[src/rtl/lc3b_types.sv]
// Shared LC-3b types: machine word, register index, opcode and decode-register occupancy.
package lc3b_types;

  typedef logic [15:0] lc3b_word;
  typedef logic [2:0]  lc3b_reg;

  typedef enum logic [3:0] {
    OpBr  = 4'h0,
    OpAdd = 4'h1,
    OpLdb = 4'h2,
    OpStb = 4'h3,
    OpJsr = 4'h4,
    OpAnd = 4'h5,
    OpLdr = 4'h6,
    OpStr = 4'h7,
    OpRti = 4'h8,
    OpNot = 4'h9,
    OpLdi = 4'ha,
    OpSti = 4'hb,
    OpJmp = 4'hc,
    OpShf = 4'hd,
    OpLea = 4'he,
    OpTrap = 4'hf
  } lc3b_opcode;

  // Fetch-to-decode register fill level.
  typedef enum logic [1:0] {
    DE_EMPTY = 2'd0,
    DE_ONE   = 2'd1,
    DE_FULL  = 2'd2
  } de_occ_t;

  // Number of live entries for a given fill state.
  function automatic logic [1:0] occ_count(de_occ_t s);
    logic [1:0] n;
    case (s)
      DE_ONE:  n = 2'd1;
      DE_FULL: n = 2'd2;
      default: n = 2'd0;
    endcase
    return n;
  endfunction

endpackage

[src/rtl/de_entry.sv]
// One pipeline-register entry: valid bit plus PC+2 and instruction word.
module de_entry
  import lc3b_types::*;
#(
  parameter int unsigned WORD_WIDTH = 16
) (
  input  logic                  clk,
  input  logic                  reset,
  input  logic                  load_i,
  input  logic                  clear_i,
  input  logic [WORD_WIDTH-1:0] pc_i,
  input  lc3b_word              ir_i,
  output logic                  valid_o,
  output logic [WORD_WIDTH-1:0] pc_o,
  output lc3b_word              ir_o
);

  logic                  valid_q, valid_d;
  logic [WORD_WIDTH-1:0] pc_q, pc_d;
  lc3b_word              ir_q, ir_d;

  // Load captures data and sets valid; clear only drops valid, data is retained.
  always_comb begin
    valid_d = valid_q;
    pc_d    = pc_q;
    ir_d    = ir_q;
    if (load_i) begin
      valid_d = 1'b1;
      pc_d    = pc_i;
      ir_d    = ir_i;
    end
    if (clear_i) begin
      valid_d = 1'b0;
    end
  end

  // Entry state with synchronous reset of valid and data.
  always_ff @(posedge clk) begin
    if (reset) begin
      valid_q <= 1'b0;
      pc_q    <= '0;
      ir_q    <= '0;
    end else begin
      valid_q <= valid_d;
      pc_q    <= pc_d;
      ir_q    <= ir_d;
    end
  end

  assign valid_o = valid_q;
  assign pc_o    = pc_q;
  assign ir_o    = ir_q;

endmodule

[src/rtl/de_skid_register.sv]
// Fetch-to-decode pipeline register with ready/valid handshake, optional skid entry and flush.
module de_skid_register
  import lc3b_types::*;
#(
  parameter int unsigned WORD_WIDTH = 16,
  parameter int unsigned SKID       = 1
) (
  input  logic                  clk,
  input  logic                  reset,
  input  logic                  in_valid,
  output logic                  in_ready,
  input  logic [WORD_WIDTH-1:0] in_pc_plus2,
  input  lc3b_word              in_instr,
  input  logic                  flush,
  input  logic                  out_ready,
  output logic                  out_valid,
  output logic [WORD_WIDTH-1:0] out_pc_plus2,
  output lc3b_word              out_ir,
  output lc3b_opcode            opcode,
  output lc3b_reg               dest,
  output lc3b_reg               src1,
  output lc3b_reg               src2,
  output logic                  ir3,
  output logic                  ir4,
  output logic                  ir5,
  output logic                  ir8,
  output logic                  ir11,
  output logic [1:0]            occupancy
);

  de_occ_t state_q, state_d;

  logic                  m_valid, m_load, m_clear, m_from_s;
  logic [WORD_WIDTH-1:0] m_pc, m_pc_in;
  lc3b_word              m_ir, m_ir_in;

  logic                  s_valid, s_load, s_clear;
  logic [WORD_WIDTH-1:0] s_pc;
  lc3b_word              s_ir;

  logic accept, pop;

  assign accept = in_valid && in_ready;
  assign pop    = m_valid && out_ready;

  // Skid mode decouples in_ready from out_ready; stall mode passes through when draining.
  assign in_ready = (SKID != 0) ? !s_valid : (!m_valid || out_ready);

  // Occupancy transitions and entry load/clear controls; flush overrides all of them.
  always_comb begin
    state_d  = state_q;
    m_load   = 1'b0;
    m_clear  = 1'b0;
    m_from_s = 1'b0;
    s_load   = 1'b0;
    s_clear  = 1'b0;
    case (state_q)
      DE_EMPTY: begin
        if (accept) begin
          m_load  = 1'b1;
          state_d = DE_ONE;
        end
      end
      DE_ONE: begin
        if (accept && pop) begin
          m_load = 1'b1;
        end else if (accept) begin
          s_load  = 1'b1;
          state_d = DE_FULL;
        end else if (pop) begin
          m_clear = 1'b1;
          state_d = DE_EMPTY;
        end
      end
      DE_FULL: begin
        if (pop) begin
          m_load   = 1'b1;
          m_from_s = 1'b1;
          s_clear  = 1'b1;
          state_d  = DE_ONE;
        end
      end
      default: state_d = DE_EMPTY;
    endcase
    if (flush) begin
      m_load  = 1'b0;
      s_load  = 1'b0;
      m_clear = 1'b1;
      s_clear = 1'b1;
      state_d = DE_EMPTY;
    end
  end

  // Fill-state register.
  always_ff @(posedge clk) begin
    if (reset) begin
      state_q <= DE_EMPTY;
    end else begin
      state_q <= state_d;
    end
  end

  assign m_pc_in = m_from_s ? s_pc : in_pc_plus2;
  assign m_ir_in = m_from_s ? s_ir : in_instr;

  de_entry #(
    .WORD_WIDTH(WORD_WIDTH)
  ) u_main (
    .clk    (clk),
    .reset  (reset),
    .load_i (m_load),
    .clear_i(m_clear),
    .pc_i   (m_pc_in),
    .ir_i   (m_ir_in),
    .valid_o(m_valid),
    .pc_o   (m_pc),
    .ir_o   (m_ir)
  );

  if (SKID != 0) begin : g_skid
    de_entry #(
      .WORD_WIDTH(WORD_WIDTH)
    ) u_skid (
      .clk    (clk),
      .reset  (reset),
      .load_i (s_load),
      .clear_i(s_clear),
      .pc_i   (in_pc_plus2),
      .ir_i   (in_instr),
      .valid_o(s_valid),
      .pc_o   (s_pc),
      .ir_o   (s_ir)
    );
  end else begin : g_no_skid
    assign s_valid = 1'b0;
    assign s_pc    = '0;
    assign s_ir    = '0;
  end

  assign out_valid    = m_valid;
  assign out_pc_plus2 = m_pc;
  assign out_ir       = m_ir;
  assign occupancy    = occ_count(state_q);

  // Field decode straight off the head entry.
  assign opcode = lc3b_opcode'(m_ir[15:12]);
  assign dest   = m_ir[11:9];
  assign src1   = m_ir[8:6];
  assign src2   = m_ir[2:0];
  assign ir3    = m_ir[3];
  assign ir4    = m_ir[4];
  assign ir5    = m_ir[5];
  assign ir8    = m_ir[8];
  assign ir11   = m_ir[11];

endmodule

[config.mk]
export PLATFORM = sky130hd
export DESIGN_NAME = de_skid_register
export DESIGN_NICKNAME = d
export VERILOG_FILES = /design/src/rtl/lc3b_types.sv /design/src/rtl/de_entry.sv /design/src/rtl/de_skid_register.sv
export SDC_FILE = /design/constraint.sdc
export NUM_CORES = 1
export LEC_CHECK = 0
export CAP_MARGIN = 10
export CORE_MARGIN = 4
export CORE_UTILIZATION = 50
export CTS_CLUSTER_DIAMETER = 60
export DETAILED_ROUTE_END_ITERATION = 6
export GPL_TIMING_DRIVEN = 1
export PLACE_DENSITY = 0.85
export SETUP_SLACK_MARGIN = 0.3
export SLEW_MARGIN = 20
export SYNTH_ARGS = -nofsm -noshare
export SYNTH_HDL_FRONTEND = slang
export SYNTH_SLANG_ARGS = --single-unit
[constraint.sdc]
create_clock -name clk -period 4.8 [get_ports clk]
set_clock_uncertainty 0.05 [all_clocks]
set_input_delay 0.96 -clock clk [delete_from_list [all_inputs] [get_ports clk]]
set_output_delay 0.96 -clock clk [all_outputs]
set_load 0.02 [all_outputs]
==> results.sh, run 1 <==
export IMPL_start_util_pct=52.94
export IMPL_num_vias=2709
export IMPL_required_ns=5.00
export IMPL_drtIter0Drc=104
export IMPL_wl_per_cell_um=16.03
export IMPL_crit_top_cell="buf_4"
export IMPL_track_usage_pct=21.40
export IMPL_routed_wirelength_um=7693
export IMPL_core_area_um2=5642
export IMPL_rsz0062_at_grt="no"
export IMPL_whs_endpoint="g_skid.u_skid.pc_o[13]"
export IMPL_outcome="complete, no violations"
export IMPL_worstMarginPinSlew_ns=0.9422
export IMPL_cp_end_kind="flop"
export IMPL_drtPass1Iterations=4
export IMPL_power_density_nw_per_um2=343.1
export IMPL_finalSetupViolations=0
export IMPL_drc=0
export IMPL_ys_ff_latch=68
export IMPL_ant_nets=0
export IMPL_grt_overflow=0
export IMPL_grt_pass1_wl_um=12820
export IMPL_io_pins=91
export IMPL_yosys_area_top_type="dfxtp_1"
export IMPL_die_h_um=85.29
export IMPL_ir_drop_uv=193.4
export IMPL_reg2regPathDepth=6
export IMPL_cts_path_max_buffers=2
export IMPL_cp_start_kind="input pin"
export IMPL_holdPathStages=2
export IMPL_numClockSinks=68
export IMPL_cap_violations=0
export IMPL_hp_start="g_skid.u_skid.pc_o[13]"
export IMPL_antenna_found_initial=0
export IMPL_min_path_type="reg -> reg"
export IMPL_diodes=0
export IMPL_ys_top_cells_by_area="dfxtp_1 46%, a211oi_2 13%, nand2_1 8.5%, o22ai_1 6.7%, a21oi_1 6.4%"
export IMPL_path_cells="clkdlybuf4s50_1 > nand4b_2 > buf_4 > a221oi_4 > buf_4 > nor2_1 > a211oi_2"
export IMPL_r2r_end="u_main.ir_o[2]"
export IMPL_n_fill_cell=426
export IMPL_place_gp_congestion=0.7451
export IMPL_ys_types=25
export IMPL_die_area_um2=7274
export IMPL_die_w_um=85.29
export IMPL_syn_avg_cell_area_um2=8.707
export IMPL_crit_path_max_fanout=33
export IMPL_post_cts_buffers=0
export IMPL_cts_tree="done"
export IMPL_clock_latency_ns=0.34
export IMPL_cts_root_buffer="clkbuf_8"
export IMPL_cts_resized=0
export IMPL_fmaxAchievable_mhz=325.4
export IMPL_fin_area_um2=3970
export IMPL_ys_seq_area_share_pct=45.58
export IMPL_nets=440
export IMPL_drive_gt1_share_pct=14.46
export IMPL_r2r_slack_ns=2.37
export IMPL_critPathBufInv=3
export IMPL_arrival_ns=3.28
export IMPL_finalSetupTns_ns=0
export IMPL_hold_violations=0
export IMPL_clk_pin_slew_worst_paths_ns=0.07
export IMPL_critPathMaxStageDelay_ns=0.70
export IMPL_syn_inst=343
export IMPL_cts_htree_levels=3
export IMPL_grt_max_degree=43
export IMPL_dpl_hpwl_um=4996
export IMPL_period_needed_ns=3.074
export IMPL_hold_buffers=0
export IMPL_portBuffers=90
export IMPL_slew_headroom_pct=37.19
export IMPL_synth_nets=380
export IMPL_synth_top_area_share_pct=45.58
export IMPL_syn_area_um2=2987
export IMPL_p_leak_uw=0.001339
export IMPL_area_delta_synth_final_pct=32.93
export IMPL_period_share_pct=64.03
export IMPL_final_core_util_pct=70.37
export IMPL_grt_pass1_vias=2774
export IMPL_cts_buffers=9
export IMPL_rows=27
export IMPL_hold_ws_ns=0.4082
export IMPL_dpl_cell_area_um2=3752
export IMPL_reg2reg_from="state_q[0]"
export IMPL_criticalPathCategory="in -> reg"
export IMPL_vias_per_cell=5.644
export IMPL_ys_warn_count=0
export IMPL_cpLargestDelayFamily="buffers and inverters"
export IMPL_slowest_stage="a221oi_4"
export IMPL_drv_slew=0
## placed cells by master (no fill, tap or decap)
master	instances
a211oi_1	2
a211oi_2	30
a21oi_1	37
a21oi_4	1
a221oi_4	1
and2_1	1
buf_2	1
buf_4	6
bufinv_16	2
clkbuf_1	1
clkbuf_8	10
clkdlybuf4s50_1	89
clkinv_2	3
dfxtp_1	68
inv_1	3
nand2_1	68
nand2b_1	1
nand3_1	3
nand3b_1	2
nand4b_2	1
nand4bb_1	1
nor2_1	36
nor3_1	1
nor3_2	1
o21a_1	1
o21ai_0	1
o21ai_2	1
o22a_1	2
o22ai_1	32
or3_2	1
or3b_4	1
## layer usage
metal	track usage [%]	vias to the layer above	part of all wire [%]
met2	36.02	113	51
met4	9.784	0	2.1
li1	-	1303	-
met5	0	-	0
met1	25.77	1276	41
met3	4.951	17	5.8
## cell usage after synthesis
master      n
dfxtp_1    68
nand2_1    68
a21oi_1    38
nor2_1     36
o22ai_1    32
a211oi_2   30
buf_4      18
clkbuf_1   16
buf_2       9
buf_6       4
inv_1       3
nand3_1     3
a211oi_1    2
nand3b_1    2
nor3_1      2
o21ai_0     2
o22a_1      2
a221oi_4    1
and2_1      1
nand2b_1    1
nand4b_2    1
nand4bb_1   1
o21a_1      1
or3_1       1
or3b_4      1
## worst reg2reg max path: stages (launching register included)
cell,delay [ns]
dfxtp_1,0.43
nand4b_2,0.25
buf_4,0.27
a221oi_4,0.70
buf_4,0.36
nor2_1,0.09
a211oi_2,0.20
## report_power, final
part	switching, uW	internal [uW]
combinational	127	114
clock	210	304
sequential	17.8	589
## kinds of logic (layout without fill, tap and decap cells)
| logic type | count (synthesis) | after routing | share of synthesized area, % |
|---|---|---|---|
| buffers and inverters | 50 | 115 | 9.929 |
| flip-flops | 68 | 68 | 45.58 |
| AND/OR/NAND/NOR | 117 | 117 | 16.30 |
| AO/OA/AOI/OAI | 108 | 108 | 28.19 |
## per-stage QoR
| stage | setup WS [ns] | std cells | power, uW |
|---|---|---|---|
| finish | 1.726 | 480 | 1362 |
| global route | 1.517 | 480 | 1411 |
| CTS | 1.689 | 480 | 1366 |
| detailed placement | 1.343 | 464 | 859.8 |
| global placement | 1.449 | 464 | 854.1 |
| floorplan | 2.555 | 343 | 760.8 |
## sequential cells by signal (all words and copies together), names as in the netlist
register               count
g_skid.u_skid.ir_o        16
g_skid.u_skid.pc_o        16
u_main.ir_o               16
u_main.pc_o               16
state_q                    2
g_skid.u_skid.valid_o      1
u_main.valid_o             1
## how the worst max path moves through the flow
stage                    from         endpoint  depth (start not counted)
detailed placement  out_ready  u_main.pc_o[15]                          7
global route        out_ready   u_main.ir_o[2]                          7
CTS                 out_ready  u_main.pc_o[15]                          7
finish              out_ready   u_main.ir_o[2]                          7
global placement    out_ready  u_main.pc_o[15]                          7
floorplan            in_valid  u_main.ir_o[11]                          5
## area by class of cell
cell class	count	area (um^2)	share of cell area, %
sequential	68	1361	34.29
tap	72	90.09	2.269
clock inverter	5	75.07	1.891
inverter	3	11.26	0.2836
multi-input combinational	225	1350	34.01
clock buffer	11	141.4	3.561
timing repair buffer	96	940.9	23.70
Note: power is estimated with default switching activity, not from simulation.
==> run 2: changes to the inputs <==
Settings changed: CORE_UTILIZATION 50 to 42, PLACE_DENSITY 0.85 to 0.76.
Clock period 4.8 ns to 2.8 ns, I/O delays scaled along.
==> run 2 against run 1 <==
Net effect:
- global-route usage decreased by 3.5 points
- final cell count increased by 6.5%
- combinational power is 73% higher
- critical path depth is 4 lower
- core utilization shrank 12 points
- register-to-register slack got worse by 1.4 ns
- largest cell class unchanged
- largest power group unchanged
==> results.sh, run 2 (synthesis results as in run 1) <==
export IMPL_critPathMaxStageDelay_ns=0.61
export IMPL_cts_tree="done"
export IMPL_diodes=0
export IMPL_drtPass1Iterations=4
export IMPL_drive_gt1_share_pct=15.66
export IMPL_vias_per_cell=5.194
export IMPL_grt_overflow=0
export IMPL_numClockSinks=68
export IMPL_final_core_util_pct=58.43
export IMPL_p_leak_uw=0.001355
export IMPL_worstMarginPinSlew_ns=0.6298
export IMPL_required_ns=2.19
export IMPL_slew_headroom_pct=58.02
export IMPL_hold_buffers=0
export IMPL_layout_cells_most_common="clkdlybuf4s50_1"
export IMPL_clock_power_share_pct=33.1
export IMPL_hold_ws_ns=0.4052
export IMPL_power_density_nw_per_um2=542.2
export IMPL_slowest_stage="clkdlybuf4s50_1"
export IMPL_min_path_type="reg -> reg"
export IMPL_routed_wirelength_um=7399
export IMPL_drv_slew=0
export IMPL_cp_start_kind="flop"
export IMPL_finalSetupTns_ns=0
export IMPL_hold_violations=0
export IMPL_cts_path_max_buffers=2
export IMPL_seqPwrFrac_pct=47.7
export IMPL_die_area_um2=8524
export IMPL_rows=30
export IMPL_drtIter0Drc=122
export IMPL_track_usage_pct=17.89
export IMPL_period_needed_ns=2.348
export IMPL_cts_buffers=9
export IMPL_num_vias=2654
export IMPL_cp_end_kind="output pin"
export IMPL_layout_common_cells="89 x clkdlybuf4s50_1, 68 x nand2_1, 68 x dfxtp_1"
export IMPL_fin_area_um2=4014
export IMPL_antenna_found_initial=0
export IMPL_clk_pin_slew_worst_paths_ns=0.07
export IMPL_criticalPathCategory="reg -> out"
export IMPL_clock_latency_ns=0.33
export IMPL_crit_path_max_fanout=9
export IMPL_grt_max_degree=32
export IMPL_total_power_uw=2176
export IMPL_cap_violations=0
export IMPL_io_pins=91
export IMPL_dpl_cell_area_um2=3835
export IMPL_start_util_pct=43.48
export IMPL_p_sw_uw=599.2
export IMPL_cts_htree_levels=3
export IMPL_cts_resized=0
export IMPL_path_cells="inv_1 > nor2_1 > clkdlybuf4s50_1"
export IMPL_cts_root_buffer="clkbuf_8"
export IMPL_dpl_hpwl_um=5133
export IMPL_rsz0062_at_grt="no"
export IMPL_core_area_um2=6869
export IMPL_ant_nets=0
export IMPL_area_delta_synth_final_pct=34.39
export IMPL_outcome="complete, no violations"
export IMPL_arrival_ns=1.74
export IMPL_grt_pass1_vias=2633
export IMPL_die_h_um=92.33
export IMPL_fmaxAchievable_mhz=425.8
export IMPL_p_comb_share_pct=19.2
export IMPL_post_cts_buffers=0
export IMPL_swShare_pct=27.53
export IMPL_wl_per_cell_um=14.48
export IMPL_p_int_uw=1577
export IMPL_die_w_um=92.33
export IMPL_finalSetupViolations=0
export IMPL_drc=0
export IMPL_place_gp_congestion=0.8461
export IMPL_nets=447
export IMPL_grt_pass1_wl_um=12400
export IMPL_ir_drop_uv=259.9
export IMPL_period_share_pct=83.87
export IMPL_portBuffers=90
## run 2: path summary, 6_finish.rpt
path	from	end	slack, ns	depth (start not counted)
min reg2reg	g_skid.u_skid.ir_o[1]	g_skid.u_skid.ir_o[1]	0.41	2
max	state_q[0]	occupancy[0]	0.45	3
min	g_skid.u_skid.ir_o[1]	g_skid.u_skid.ir_o[1]	0.41	2
max reg2reg	state_q[1]	u_main.pc_o[8]	0.95	5
## run 2: area by class of cell
class	instances	area (um^2)
clock buffers	12	155.1
multi-input cells	225	1349
repair buffers	103	993.5
fillers	609	2855
clock inverters	4	23.77
well taps	96	120.1
flip-flops and latches	68	1361
inverters	3	11.26
## run 2: worst max-delay path: cells and delay by family, from the launching register on
kind	cells	cell delay, ns
buffers and inverters	2	0.76
and+or+nand+nor	1	0.12
DFF	1	0.53
## run 2: routing by layer
metal / track usage, % / up-vias / routed length (um)
li1: - / 1314 / -
met1: 21.94 / 1245 / 3276
met3: 3.656 / 6 / 419
met4: 7.673 / 0 / 79
met2: 30.33 / 89 / 3624
met5: 0 / - / 0
## run 2: through the flow
step | setup slack [ns] | std cells
6_report | 0.4515 | 511
2_1_floorplan | 0.9552 | 343
5_1_grt | 0.3293 | 511
3_3_place_gp | 0.3650 | 495
4_1_cts | 0.4457 | 511
3_5_place_dp | 0.2976 | 495
## run 2: power groups by stage
stage / Clock (uW) / Sequential, uW / Combinational (uW)
final: 720 / 1040 / 418
after global routing: 780 / 1050 / 448
after CTS: 739 / 1040 / 421
after detailed placement: 0 / 1060 / 420
after global placement: 0 / 1060 / 412
after floorplan: 0 / 1100 / 207
==> run 3: changes to the inputs <==
Settings changed: CORE_UTILIZATION 42 to 47, PLACE_DENSITY 0.76 to 0.8.
Clock period 2.8 ns to 2.4 ns, I/O delays scaled along.
==> run 3 against run 2 <==
Net effect:
- combinational power rose by 20%
- sequential cell count did not move
- largest cell class unchanged
- final cell count decreased by 3.9%
==> results.sh, run 3 (synthesis results as in run 1) <==
export IMPL_slew_headroom_pct=73.42
export IMPL_hold_violations=0
export IMPL_cts_buffers=9
export IMPL_n_fill_cell=482
export IMPL_antenna_found_initial=0
export IMPL_drtIter0Drc=95
export IMPL_ir_drop_uv=428.9
export IMPL_final_cell_count_no_fill=491
export IMPL_core_area_um2=6026
export IMPL_period_needed_ns=1.986
export IMPL_finalSetupTns_ns=0
export IMPL_outcome="complete, no violations"
export IMPL_reg2reg_from="state_q[1]"
export IMPL_track_usage_pct=20.64
export IMPL_numClockSinks=68
export IMPL_holdPathStages=2
export IMPL_die_area_um2=7694
export IMPL_grt_max_degree=39
export IMPL_cap_violations=0
export IMPL_swShare_pct=25.55
export IMPL_cts_htree_levels=3
export IMPL_portBuffers=90
export IMPL_cp_end_kind="flop"
export IMPL_die_w_um=87.72
export IMPL_power_density_nw_per_um2=674.2
export IMPL_area_delta_synth_final_pct=37.20
export IMPL_worstMarginPinSlew_ns=0.3988
export IMPL_critPathMaxStageDelay_ns=0.47
export IMPL_num_vias=2708
export IMPL_start_util_pct=49.56
export IMPL_clock_latency_ns=0.33
export IMPL_grtUsageMet3_pct=3.857
export IMPL_cts_path_max_buffers=2
export IMPL_cts_root_buffer="clkbuf_8"
export IMPL_place_gp_congestion=0.7747
export IMPL_crit_path_max_fanout=32
export IMPL_period_share_pct=82.75
export IMPL_ant_nets=0
export IMPL_criticalPathCategory="in -> reg"
export IMPL_layout_common_cells="87 x clkdlybuf4s50_1, 68 x nand2_1, 66 x dfxtp_1"
export IMPL_p_leak_uw=0.001406
export IMPL_r2r_slack_ns=0.63
export IMPL_post_cts_buffers=0
export IMPL_p_int_uw=2057
export IMPL_arrival_ns=2.19
export IMPL_seqPwrFrac_pct=43.9
export IMPL_hold_ws_ns=0.4055
export IMPL_p_sw_uw=705.7
export IMPL_r2r_end="u_main.pc_o[12]"
export IMPL_p_comb_share_pct=18.2
export IMPL_cts_tree="done"
export IMPL_drtPass1Iterations=4
export IMPL_grt_pass1_wl_um=12720
export IMPL_dp_cells=476
export IMPL_path_cells="clkdlybuf4s50_1 > or3b_4 > a221oi_4 > buf_12 > nor2_1 > a211oi_2"
export IMPL_die_h_um=87.72
export IMPL_hp_start="g_skid.u_skid.ir_o[1]"
export IMPL_drc=0
export IMPL_dpl_hpwl_um=5143
export IMPL_fmaxAchievable_mhz=503.5
export IMPL_busiest_layer="met2"
export IMPL_diodes=0
export IMPL_vias_per_cell=5.515
export IMPL_routed_wirelength_um=7634
export IMPL_reg2regPathDepth=5
export IMPL_min_path_type="reg -> reg"
export IMPL_nets=449
export IMPL_met1_usage_pct=24.39
export IMPL_whs_endpoint="g_skid.u_skid.ir_o[1]"
export IMPL_rsz0062_at_grt="no"
export IMPL_layout_cells_most_common="clkdlybuf4s50_1"
export IMPL_clock_power_share_pct=37.9
export IMPL_grt_pass1_vias=2835
export IMPL_grt_overflow=0
export IMPL_global_route_usage_met2_pct=36.99
export IMPL_wl_per_cell_um=15.55
export IMPL_clk_pin_slew_worst_paths_ns=0.07
export IMPL_io_pins=91
export IMPL_drive_gt1_share_pct=16.59
export IMPL_drv_slew=0
export IMPL_rows=28
export IMPL_finalSetupViolations=0
export IMPL_slowest_stage="clkdlybuf4s50_1"
export IMPL_required_ns=2.60
export IMPL_cp_start_kind="input pin"
[run 3: cell types whose count changed in the layout (fill, tap and decap cells not counted), sizes merged]
cell / delta
clkdlybuf4s50: -2
buf: +2
bufinv: +2
clkinvlp: +1
clkinv: -3
dlygate4sd2: +2
clkbuf: -1
[run 3: timing repair]
| item | 4_1_cts | 5_1_grt |
|---|---|---|
| gates resized for setup | 4 | 0 |
| hold buffers | 0 | 0 |
| setup endpoints to repair | 2 | 0 |
[run 3: worst max-delay path by stage]
stage / slack [ns] / start / end / cells after the start
after floorplan: 0.64 / in_valid / u_main.ir_o[11] / 5
after global placement: 0.13 / in_valid / u_main.pc_o[15] / 6
after detailed placement: 0.08 / in_valid / u_main.ir_o[14] / 6
after CTS: 0.41 / in_valid / u_main.pc_o[12] / 6
after global routing: 0.34 / out_ready / g_skid.u_skid.ir_o[15] / 7
final: 0.41 / in_valid / u_main.pc_o[12] / 6
[run 3: critical path: cells and delay by family]
family                 cells  cell delay, ns
AND/OR/NAND/NOR            2            0.48
buffers and inverters      2            0.70
AO/OA/AOI/OAI              2            0.51
[run 3: routing by layer]
metal | vias to the layer above | wire length (um)
li1 | 1315 | -
met1 | 1300 | 3274
met2 | 81 | 3818
met3 | 12 | 448
met4 | 0 | 93
met5 | - | 0
[run 3: per-stage QoR]
step / cell area, um^2 / worst slack, ns / total power (uW) / utilization, %
finish: 4098 / 0.4139 / 2763 / 68.00
global route: 4098 / 0.3356 / 2864 / 68.00
CTS: 4098 / 0.4105 / 2782 / 68.00
detailed placement: 3874 / 0.07795 / 1742 / 64.29
global placement: 3874 / 0.1325 / 1730 / 64.29
floorplan: 2987 / 0.6352 / 1522 / -
[run 3: power by group through the flow]
stage	clock network, uW	registers, uW	logic [uW]
floorplan	0	1280	242
global placement	0	1240	494
detailed placement	0	1240	504
CTS	1060	1210	505
global route	1110	1220	537
finish	1050	1210	502
[run 3: layout make-up]
class                      instances  area [um^2]  area share (%)
sequential                        68         1364           33.28
multi-input combinational        225         1349           32.92
timing repair buffer             105         1056           25.77
clock buffer                      11        151.4           3.695
tap                               75        93.84           2.290
clock inverter                     4        72.57           1.771
inverter                           3        11.26          0.2748
